### src/rtl/decode_seq.sv
`default_nettype none
// +----------------------------------------------------------------------+
// | Module   : decode_seq                                                |
// | Purpose  : FETCH/EXEC1/EXECW/HALT phase sequencer, instruction       |
// |            register and ISA decoder for the 16-bit CPU. Produces     |
// |            register-file, PC, data-memory and stack strobes.         |
// | Option   : DECODE_WAIT_EN adds imem_ready/dmem_ready wait inputs.    |
// | Revision : 1.0 - initial release                                     |
// +----------------------------------------------------------------------+
module decode_seq #(
  parameter int NREG    = 8,
  parameter int LD_LAT  = 1,
  parameter int MUL_LAT = 1
) (
  input  logic            clk,
  input  logic            rst_n,
  input  logic [15:0]     instr,
  input  logic            cond_result,
`ifdef DECODE_WAIT_EN
  input  logic            imem_ready,
  input  logic            dmem_ready,
`endif
  output logic            imem_en,
  output logic [15:0]     ir,
  output logic            phase_fetch,
  output logic            phase_exec1,
  output logic            phase_final,
  output logic            halted,
  output logic            pc_inc,
  output logic            pc_load,
  output logic [NREG-1:0] rf_we,
  output logic [2:0]      rs1_sel,
  output logic [2:0]      rs2_sel,
  output logic [2:0]      rd_sel,
  output logic            dmem_en,
  output logic            dmem_wren,
  output logic            stack_push,
  output logic            stack_pop,
  output logic            stack_rst
);

  typedef enum logic [1:0] {
    S_FETCH = 2'd0,
    S_EXEC1 = 2'd1,
    S_EXECW = 2'd2,
    S_HALT  = 2'd3
  } state_t;

  localparam logic [3:0] C_LD_CNT  = 4'(LD_LAT - 1);
  localparam logic [3:0] C_MUL_CNT = 4'(MUL_LAT - 1);

  state_t      state_q, state_d;
  logic [3:0]  cnt_q, cnt_d;
  logic [15:0] ir_q, ir_d;
  logic        imem_rdy, dmem_rdy;

`ifdef DECODE_WAIT_EN
  assign imem_rdy = imem_ready;
  assign dmem_rdy = dmem_ready;
`else
  assign imem_rdy = 1'b1;
  assign dmem_rdy = 1'b1;
`endif

  // Instruction field decode (only meaningful while executing)
  logic [5:0] op;
  logic       nm;
  logic       is_lda, is_sta, is_jmp, is_jma, is_jcx, is_mul, is_mla, is_mls;
  logic       is_psh, is_pop, is_ldr, is_str, is_cll, is_rtn, is_nop, is_stp;
  logic       is_ldc, is_mulc, is_alu;

  assign op      = ir_q[14:9];
  assign nm      = ~ir_q[15];
  assign is_lda  = ir_q[15] & ~ir_q[14];
  assign is_sta  = ir_q[15] &  ir_q[14];
  assign is_jmp  = nm & (op == 6'b000000);
  assign is_jma  = nm & (op == 6'b000001);
  assign is_jcx  = nm & ((op[5:2] == 4'b0001) | (op[5:2] == 4'b0010));
  assign is_mul  = nm & (op == 6'b011100);
  assign is_mla  = nm & (op == 6'b011101);
  assign is_mls  = nm & (op == 6'b011110);
  assign is_psh  = nm & (op == 6'b101000);
  assign is_pop  = nm & (op == 6'b101001);
  assign is_ldr  = nm & (op == 6'b101010);
  assign is_str  = nm & (op == 6'b101011);
  assign is_cll  = nm & (op == 6'b100110);
  assign is_rtn  = nm & (op == 6'b100111);
  assign is_nop  = nm & (op == 6'b111110);
  assign is_stp  = nm & (op == 6'b111111);
  assign is_ldc  = is_lda | is_ldr | is_pop | is_rtn;
  assign is_mulc = is_mul | is_mla | is_mls;
  assign is_alu  = nm & ~(is_jmp | is_jma | is_jcx | is_mulc | is_psh | is_pop |
                          is_ldr | is_str | is_cll | is_rtn | is_nop | is_stp);

  // Phase qualification; a data load waiting on dmem_ready is not yet final
  logic in_fetch, in_exec1, in_execw, in_halt, in_exec;
  logic wait_dmem, is_final;

  assign in_fetch  = (state_q == S_FETCH);
  assign in_exec1  = (state_q == S_EXEC1);
  assign in_execw  = (state_q == S_EXECW);
  assign in_halt   = (state_q == S_HALT);
  assign in_exec   = in_exec1 | in_execw;
  assign wait_dmem = (is_lda | is_ldr) & ~dmem_rdy;
  assign is_final  = (in_exec1 & ~(is_ldc | is_mulc)) |
                     (in_execw & (cnt_q == 4'd0) & ~wait_dmem);

  // Writeback target and strobes
  logic       wr_cls, wr_fire, we_pc;
  logic [2:0] wr_idx;

  assign wr_cls  = is_alu | is_mulc | is_pop | is_ldr | is_lda;
  assign wr_idx  = is_lda ? ir_q[13:11] : ir_q[8:6];
  assign wr_fire = is_final & wr_cls;
  assign we_pc   = wr_fire & (wr_idx == 3'd0);

  for (genvar i = 0; i < NREG; i++) begin : g_rf_we
    assign rf_we[i] = wr_fire & (wr_idx == 3'(i));
  end

  assign pc_load     = (in_exec1 & (is_jmp | is_jma | is_cll | (is_jcx & cond_result))) |
                       (is_final & is_rtn);
  assign pc_inc      = is_final & ~pc_load & ~we_pc & ~is_stp;
  assign dmem_en     = in_exec1 & (is_lda | is_sta | is_ldr | is_str);
  assign dmem_wren   = in_exec1 & (is_sta | is_str);
  assign stack_push  = in_exec1 & (is_psh | is_cll);
  assign stack_pop   = in_exec1 & (is_pop | is_rtn);
  assign stack_rst   = in_halt;
  assign halted      = in_halt;
  assign imem_en     = in_fetch;
  assign phase_fetch = in_fetch;
  assign phase_exec1 = in_exec1;
  assign phase_final = is_final;
  assign ir          = ir_q;

  // Register selects, held through EXECW so multi-cycle units see stable operands
  always_comb begin
    rs1_sel = 3'd0;
    rs2_sel = 3'd0;
    rd_sel  = 3'd0;
    if (in_exec) begin
      if (is_sta)
        rs1_sel = ir_q[13:11];
      else if (!(is_jmp | is_jma | is_nop | is_stp | is_pop | is_cll | is_rtn | is_lda))
        rs1_sel = ir_q[5:3];
      if (is_alu | is_mulc)
        rs2_sel = ir_q[2:0];
      if (!(is_sta | is_lda | is_nop | is_stp | is_psh | is_pop | is_rtn))
        rd_sel = ir_q[8:6];
    end
  end

  // Next-state, wait-counter and instruction-register update
  always_comb begin
    state_d = state_q;
    cnt_d   = cnt_q;
    ir_d    = ir_q;
    case (state_q)
      S_FETCH: begin
        if (imem_rdy) begin
          ir_d    = instr;
          state_d = S_EXEC1;
        end
      end
      S_EXEC1: begin
        if (is_ldc) begin
          cnt_d   = C_LD_CNT;
          state_d = S_EXECW;
        end else if (is_mulc) begin
          cnt_d   = C_MUL_CNT;
          state_d = S_EXECW;
        end else if (is_stp) begin
          state_d = S_HALT;
        end else begin
          state_d = S_FETCH;
        end
      end
      S_EXECW: begin
        if (cnt_q != 4'd0)
          cnt_d = cnt_q - 4'd1;
        else if (!wait_dmem)
          state_d = S_FETCH;
      end
      S_HALT:  state_d = S_HALT;
      default: state_d = S_FETCH;
    endcase
  end

  // State registers with asynchronous active-low reset
  always_ff @(posedge clk or negedge rst_n) begin
    if (!rst_n) begin
      state_q <= S_FETCH;
      cnt_q   <= 4'd0;
      ir_q    <= 16'd0;
    end else begin
      state_q <= state_d;
      cnt_q   <= cnt_d;
      ir_q    <= ir_d;
    end
  end

endmodule
`default_nettype wire

### config.mk
export PLATFORM = sky130hd
export DESIGN_NAME = decode_seq
export DESIGN_NICKNAME = d
export VERILOG_FILES = /design/src/rtl/decode_seq.sv
export SDC_FILE = /design/constraint.sdc
export NUM_CORES = 1
export LEC_CHECK = 0
export BUFFER_PORTS_ARGS = -buffer_cell sky130_fd_sc_hd__buf_2
export CORE_MARGIN = 1
export CORE_UTILIZATION = 50
export CTS_CLUSTER_DIAMETER = 120
export DETAILED_ROUTE_END_ITERATION = 12
export GPL_TIMING_DRIVEN = 0
export PLACE_DENSITY_LB_ADDON = 0.1
export SLEW_MARGIN = 20
export SYNTH_ARGS = -nofsm -noshare
export SYNTH_HDL_FRONTEND = slang
export SYNTH_SLANG_ARGS = --single-unit
### constraint.sdc
create_clock -name clk -period 4.6 [get_ports clk]
set_clock_uncertainty 0.1 [all_clocks]
set_input_delay 0.23 -clock clk [delete_from_list [all_inputs] [get_ports clk]]
set_output_delay 0.23 -clock clk [all_outputs]
set_load 0.005 [all_outputs]
# Yosys cells after proc, flatten, opt, wreduce, memory -nomap -nowiden
# Cells that the tools add are included.
[op_classes]
n_addsub = 1
eq_ne = 27
mux = 17
n_bitwise = 89
n_reduce_logical = 7
[ops]
columns = ["op", "count"]
rows = [
  ["6-bit == test, second input constant", 8],
  ["1-bit bitwise OR", 44],
  ["1-bit AND", 38],
  ["3-bit 2-to-1 mux", 8],
  ["6-bit by 5-bit == test with 1-bit output, second input constant", 3],
  ["3-bit == test, second input constant", 4],
  ["4-bit 2-to-1 mux", 3],
  ["2-bit 2-to-1 mux", 4],
  ["2-bit one-hot mux with 4 select lines", 1],
  ["4-bit one-hot mux with 2 select lines", 1],
  ["1-bit inverter", 7],
  ["3-bit by 2-bit == test with 1-bit output, second input constant", 2],
  ["6-bit by 1-bit == test with 1-bit output, second input constant", 1],
  ["6-bit zero test", 1],
  ["2-bit == test, second input constant", 2],
  ["4-bit by 1-bit == test with 1-bit output, second input constant", 1],
  ["4-bit by 2-bit == test with 1-bit output, second input constant", 1],
  ["4-bit zero test", 1],
  ["4-bit nonzero test", 1],
  ["4-bit by 1-bit subtractor with 4-bit output, second input constant", 1],
  ["3-bit by 1-bit == test with 1-bit output, second input constant", 1],
  ["3-bit zero test", 1],
  ["3-bit != test, second input constant", 1],
  ["3-bit AND reduction", 1],
  ["other kinds (5)", 5],
]
[word_totals]
ff_bits = 22
output_inout_bits = 45

# Depth between registers and ports, before layout
[logic_depth]
word_depth = 24
mapped_depth = 8
mapped_depth_nobuf = 7

# Worst setup path after synthesis
# OpenSTA, ideal clock, no wires.
[synth_path]
path_type = "register to output"
startpoint = "register ir_q[13], in the netlist ir[13]"
endpoint = "output port rf_we[0]"
arrival_ps = 1792
t_required_ps = 4270
setup_slack_ps = 2478
stages_incl_launch_ff = 8
cell_sequence = "dfrtp_1 buf_2 or4b_4 a21o_1 a41oi_4 or2_1 nor2_1 buf_4"
[synth_via]
elab_chain_len = 21
elab_cells_between_ends = 60
classes_between = "eq/ne: 14; mux: 1; bitwise: 43; reduce/logical: 2"
[synth_lines]
columns = ["element", "line", "rtl"]
rows = [
  ["from (decl)", "54", "logic [15:0] ir_q, ir_d;"],
  ["from (signal assigned)", "198", "ir_q <= ir_d;"],
  ["6-bit by 1-bit == test with 1-bit output, or another cell as far along", "77", "assign is_jma = nm & (op == 6'b000001);"],
  ["1-bit AND, or another cell as far along", "77", ""],
  ["1-bit bitwise OR, or another cell as far along", "92", "assign is_alu = nm & ~(is_jmp | is_jma | is_jcx | is_mulc | is_psh | is_pop |"],
  ["1-bit bitwise OR, on equally long branches", "92, 91", ""],
  ["1-bit bitwise OR (4 in series)", "92", ""],
  ["1-bit bitwise OR (5 in series)", "93", "is_ldr | is_str | is_cll | is_rtn | is_nop | is_stp);"],
  ["1-bit inverter", "92", ""],
  ["1-bit AND", "92", ""],
  ["1-bit bitwise OR (4 in series)", "112", "assign wr_cls = is_alu | is_mulc | is_pop | is_ldr | is_lda;"],
  ["1-bit AND", "114", "assign wr_fire = is_final & wr_cls;"],
  ["1-bit AND (*)", "-", ""],
  ["to (decl)", "31", "output logic [NREG-1:0] rf_we,"],
]
# Every way passes the cells marked *; elsewhere a longest branch is shown, timed or not.

# Worst setup path after layout
[layout_path]
startpoint = "register ir_q[13], in the netlist ir[13]"
endpoint = "output port rf_we[7]"
[layout_via]
elab_chain_len = 21
elab_cells_between_ends = 60
classes_between = "eq/ne: 15; mux: 1; bitwise: 43; reduce/logical: 1"
[layout_lines]
columns = ["element", "line", "rtl"]
rows = [
  ["6-bit by 1-bit == test with 1-bit output, or another cell as far along", "77", ""],
  ["1-bit AND, or another cell as far along", "77", ""],
  ["1-bit bitwise OR, or another cell as far along", "92", ""],
  ["1-bit bitwise OR, on equally long branches", "92, 91", ""],
  ["1-bit bitwise OR (4 in series)", "92", ""],
  ["1-bit bitwise OR (5 in series)", "93", ""],
  ["1-bit inverter", "92", ""],
  ["1-bit AND", "92", ""],
  ["1-bit bitwise OR (4 in series)", "112", ""],
  ["1-bit AND", "114", ""],
  ["1-bit AND (*)", "118", "assign rf_we[i] = wr_fire & (wr_idx == 3'(i));"],
]
# Marks and branches as above.

==> results.md <==
- FFs w/ async S/R, synth: between 90% and 100%
- Via Count: approximately 1700
- Tcrit/Tclk final: 60.7%
- Overflow after GRT: 0
- Hold WC Path Type: in -> reg
- Port-buffer cells: 63
- CP Capture Type: primary output
- Logic pwr share: between 70% and 80%
- Area added between synthesis and finish: 24.0%
- DP Worst Slack: 2.16 ns
- Critical path buffers and inverters: 3
- Status: completed
- Vias in the first global route: 1471
- Syn Inst Count: 184
- Critical Path RT: approximately 4.3 ns
- Syn nets: 209
- Clk sinks: 22
- Warnings from Yosys: 0
- P_int: 856 uW
- WP depth: 8
- Cell taking the most area after synthesis: dfrtp_1
- Max frequency: 358 MHz
- Syn Std Cell Area: 1680 sq um
- Hold Vio Cnt, Final: 0
- Clk_lat worst skew: 0.31 ns
- Pwr dens: about 790 nW/um^2
- Switching power total: 787 uW
- Drt drc: 0
- RSZ-0062 raised after global routing: false
- Critical Path Fanout Max: 10
- Full die area: 3590 sq um
- Crit start category: flip-flop
- R2R depth: 5
- R2r setup slk: roughly 2.4 ns
- Number of enable flip-flop cells after synthesis: 0
- TritonCTS clock tree: done
- Worst-Margin Slew: 0.541 ns
- Max IR drop VDD: 414 uV
- Final HPWL DP: around 3200 um
- Clk pwr share: around 5.5%
- Top cell family by delay on the critical path: compound AO/OA/AOI/OAI gates
- Critical path class: reg -> out
- Most Crowded Layer GR: met2
- TritonCTS Buffers: 3
- Met3 GRT Util: 2.16%
- Slowest-stage cell, CP: a221oi_1
- Setup TNS: 0 ns
- Synth area leaders: dfrtp_1 33%, mux2_2 11%, ha_1 4.5%
- Sw Ratio: 47.9%
- CP peak stage delay: 0.54 ns
- Die height: 59.9 um
- Total Routing Usage GR: 25.9%
- Met1 usage: between 30 and 40%
- Sequential Power Share: 23.5%
- Reg clk slew, reported paths: 0.12 ns
- GRT met2 Usage: between 40% and 50%
- Final #Nets: 278
- # IOs: 64
- Number of routed nets with antenna violations: 0
- First-pass DRT Iterations: 6
- Row cnt: 20
- Leak pwr: 0.000962 uW
- Min Tclk post-route: 2.79 ns
- Routability cong.: 0.897
- CTS HTree Levels: 1
- Gates resized, CTS repair: 0
- Hold Crit Depth: 2
- Final wirelength: 4300 um
- Max_slew headroom: 64.0%
- Mean Syn Cell Area: 9.11 sq um
- Iteration-0 DRC Markers: 110
- Post-CTS Setup Bufs: 0
- Clock root buffer: clkbuf_4
- Post-synth cell types: between 50 and 60
- Final setup viols: 0
- Largest net degree at the start of global routing: 23
- DR vias/cell: 5.72
- Fraction of layout cells with a size suffix above 1: 38.2%
- Starting Density: 53.6%
- Wire length per cell: 14.6 um
- Max Cap Violations: 0
- Clk buf depth: 2
- ANT cells: 0
- Register area share after synthesis: between 30% and 40%
- Top-area cell type share of the netlist area: 32.9%
- First-pass GRT wire length: around 6800 um
- Final worst slack: 1.81 ns
- Chip Width: 59.9 um
- Final slew viol count: 0
- Crit path DAT: approximately 2.5 ns
- Main synth FF type: dfrtp_1
- Initial antenna violation count: 0
- CP most frequent cell: buf_2
- Worst-path cell chain: buf_2, clkbuf_1, nand3_1, a21oi_1, nor3_1, a221oi_1, nor2_1, buf_2
- Core Region: 3130 sq um
- Synth Register Bits: 22
[metal layers]
| metal | up-vias | part of all wire (%) |
|---|---|---|
| met4 | 0 | 1.3 |
| met2 | 74 | 46 |
| met1 | 800 | 46 |
| li1 | 809 | - |
| met5 | - | 0 |
| met3 | 4 | 5.9 |
[synthesized netlist by cell type, types with 2 or more instances]
cell type and n:
o21ai_0 3, or2_1 2, o31ai_1 3, buf_2 4
and2_1 6, o32a_1 2, nor2b_1 3, nand2_1 10
buf_4 3, nand2b_1 10, ha_1 6, a41oi_1 2
clkbuf_1 8, a21oi_1 7, or3_1 2, nand4_1 2
inv_1 4, nor3_1 6, dfrtp_1 22, a31oi_1 5
nor2_1 16, mux2_2 16, nand3_1 3, a22o_1 3
or2_2 2, and3_1 5, nand3b_1 4
[final timing paths]
kind,from,end
worst max-delay path,ir[13],rf_we[7]
worst min-delay path,instr[1],ir[1]
worst max register to register,state_q[0],ir[8]
worst min register to register,cnt_q[3],cnt_q[3]
max in group asynchronous,rst_n,state_q[0]
min in group asynchronous,rst_n,ir[8]
[kinds of logic (layout without fill, tap and decap cells)]
| kind of cell | count (synthesis) | in the layout | share of synthesized area, % |
|---|---|---|---|
| DFF | 22 | 22 | 32.9 |
| buffers and inverters | 20 | 87 | 5.45 |
| muxes | 16 | 16 | 10.8 |
| AOI/OAI and AO/OA | 39 | 39 | 18.7 |
| xor gates and xnor gates | 2 | 2 | 1.05 |
| adders and majority gates | 6 | 6 | 4.48 |
| and+or+nand+nor | 79 | 79 | 26.7 |
[stage by stage]
step | power (uW) | utilization [%] | instances | instance area [sq um] | hold slack, ns
after floorplan | 1170 | - | 184 | 1680 | -0.166
after global placement | 1530 | 65.4 | 291 | 2050 | 0.116
after detailed placement | 1550 | 65.4 | 291 | 2050 | 0.128
after CTS | 1640 | 66.4 | 295 | 2080 | 0.0356
after global routing | 1800 | 66.4 | 295 | 2080 | 0.0188
final | 1640 | 66.4 | 295 | 2080 | 0.0400
[power groups by stage]
stage,registers [uW],logic [uW],clock network [uW]
global placement,385,1150,0
floorplan,377,793,0
CTS,384,1170,92.1
detailed placement,389,1160,0
finish,386,1170,90.3
global route,399,1300,101
[cells in the final DEF, fill, tap and decap left out, types with 3 or more instances in the layout]
master	instances
a31oi_1	5
mux2_2	16
dfrtp_1	22
a21oi_1	7
nand3b_1	4
inv_1	4
nor2_1	16
and2_1	6
o21ai_0	3
nand2_1	10
nor2b_1	3
buf_4	3
ha_1	6
nand3_1	3
a22o_1	3
and3_1	5
buf_2	67
clkbuf_4	3
o31ai_1	3
nand2b_1	10
clkbuf_1	8
nor3_1	6
[timing repair]
action | in CTS | in global routing
endpoints found under the hold margin | 22 | 0
endpoints found under the setup margin | 0 | 0
hold buffers | 1 | 0
[registers in the layout, indices dropped and copies added (netlist names)]
signal and count:
state_q 2, cnt_q 4, ir 16
[layout make-up]
class / count / area, sq um
Inverter: 5 / 18.8
Clock buffer: 3 / 22.5
Fill cell: 287 / 1050
Buffer: 15 / 72.6
Multi-Input combinational cell: 142 / 1030
Timing Repair Buffer: 64 / 325
Tap cell: 44 / 55.1
Sequential cell: 22 / 551
No activity file was read; power rests on OpenSTA's default activity.
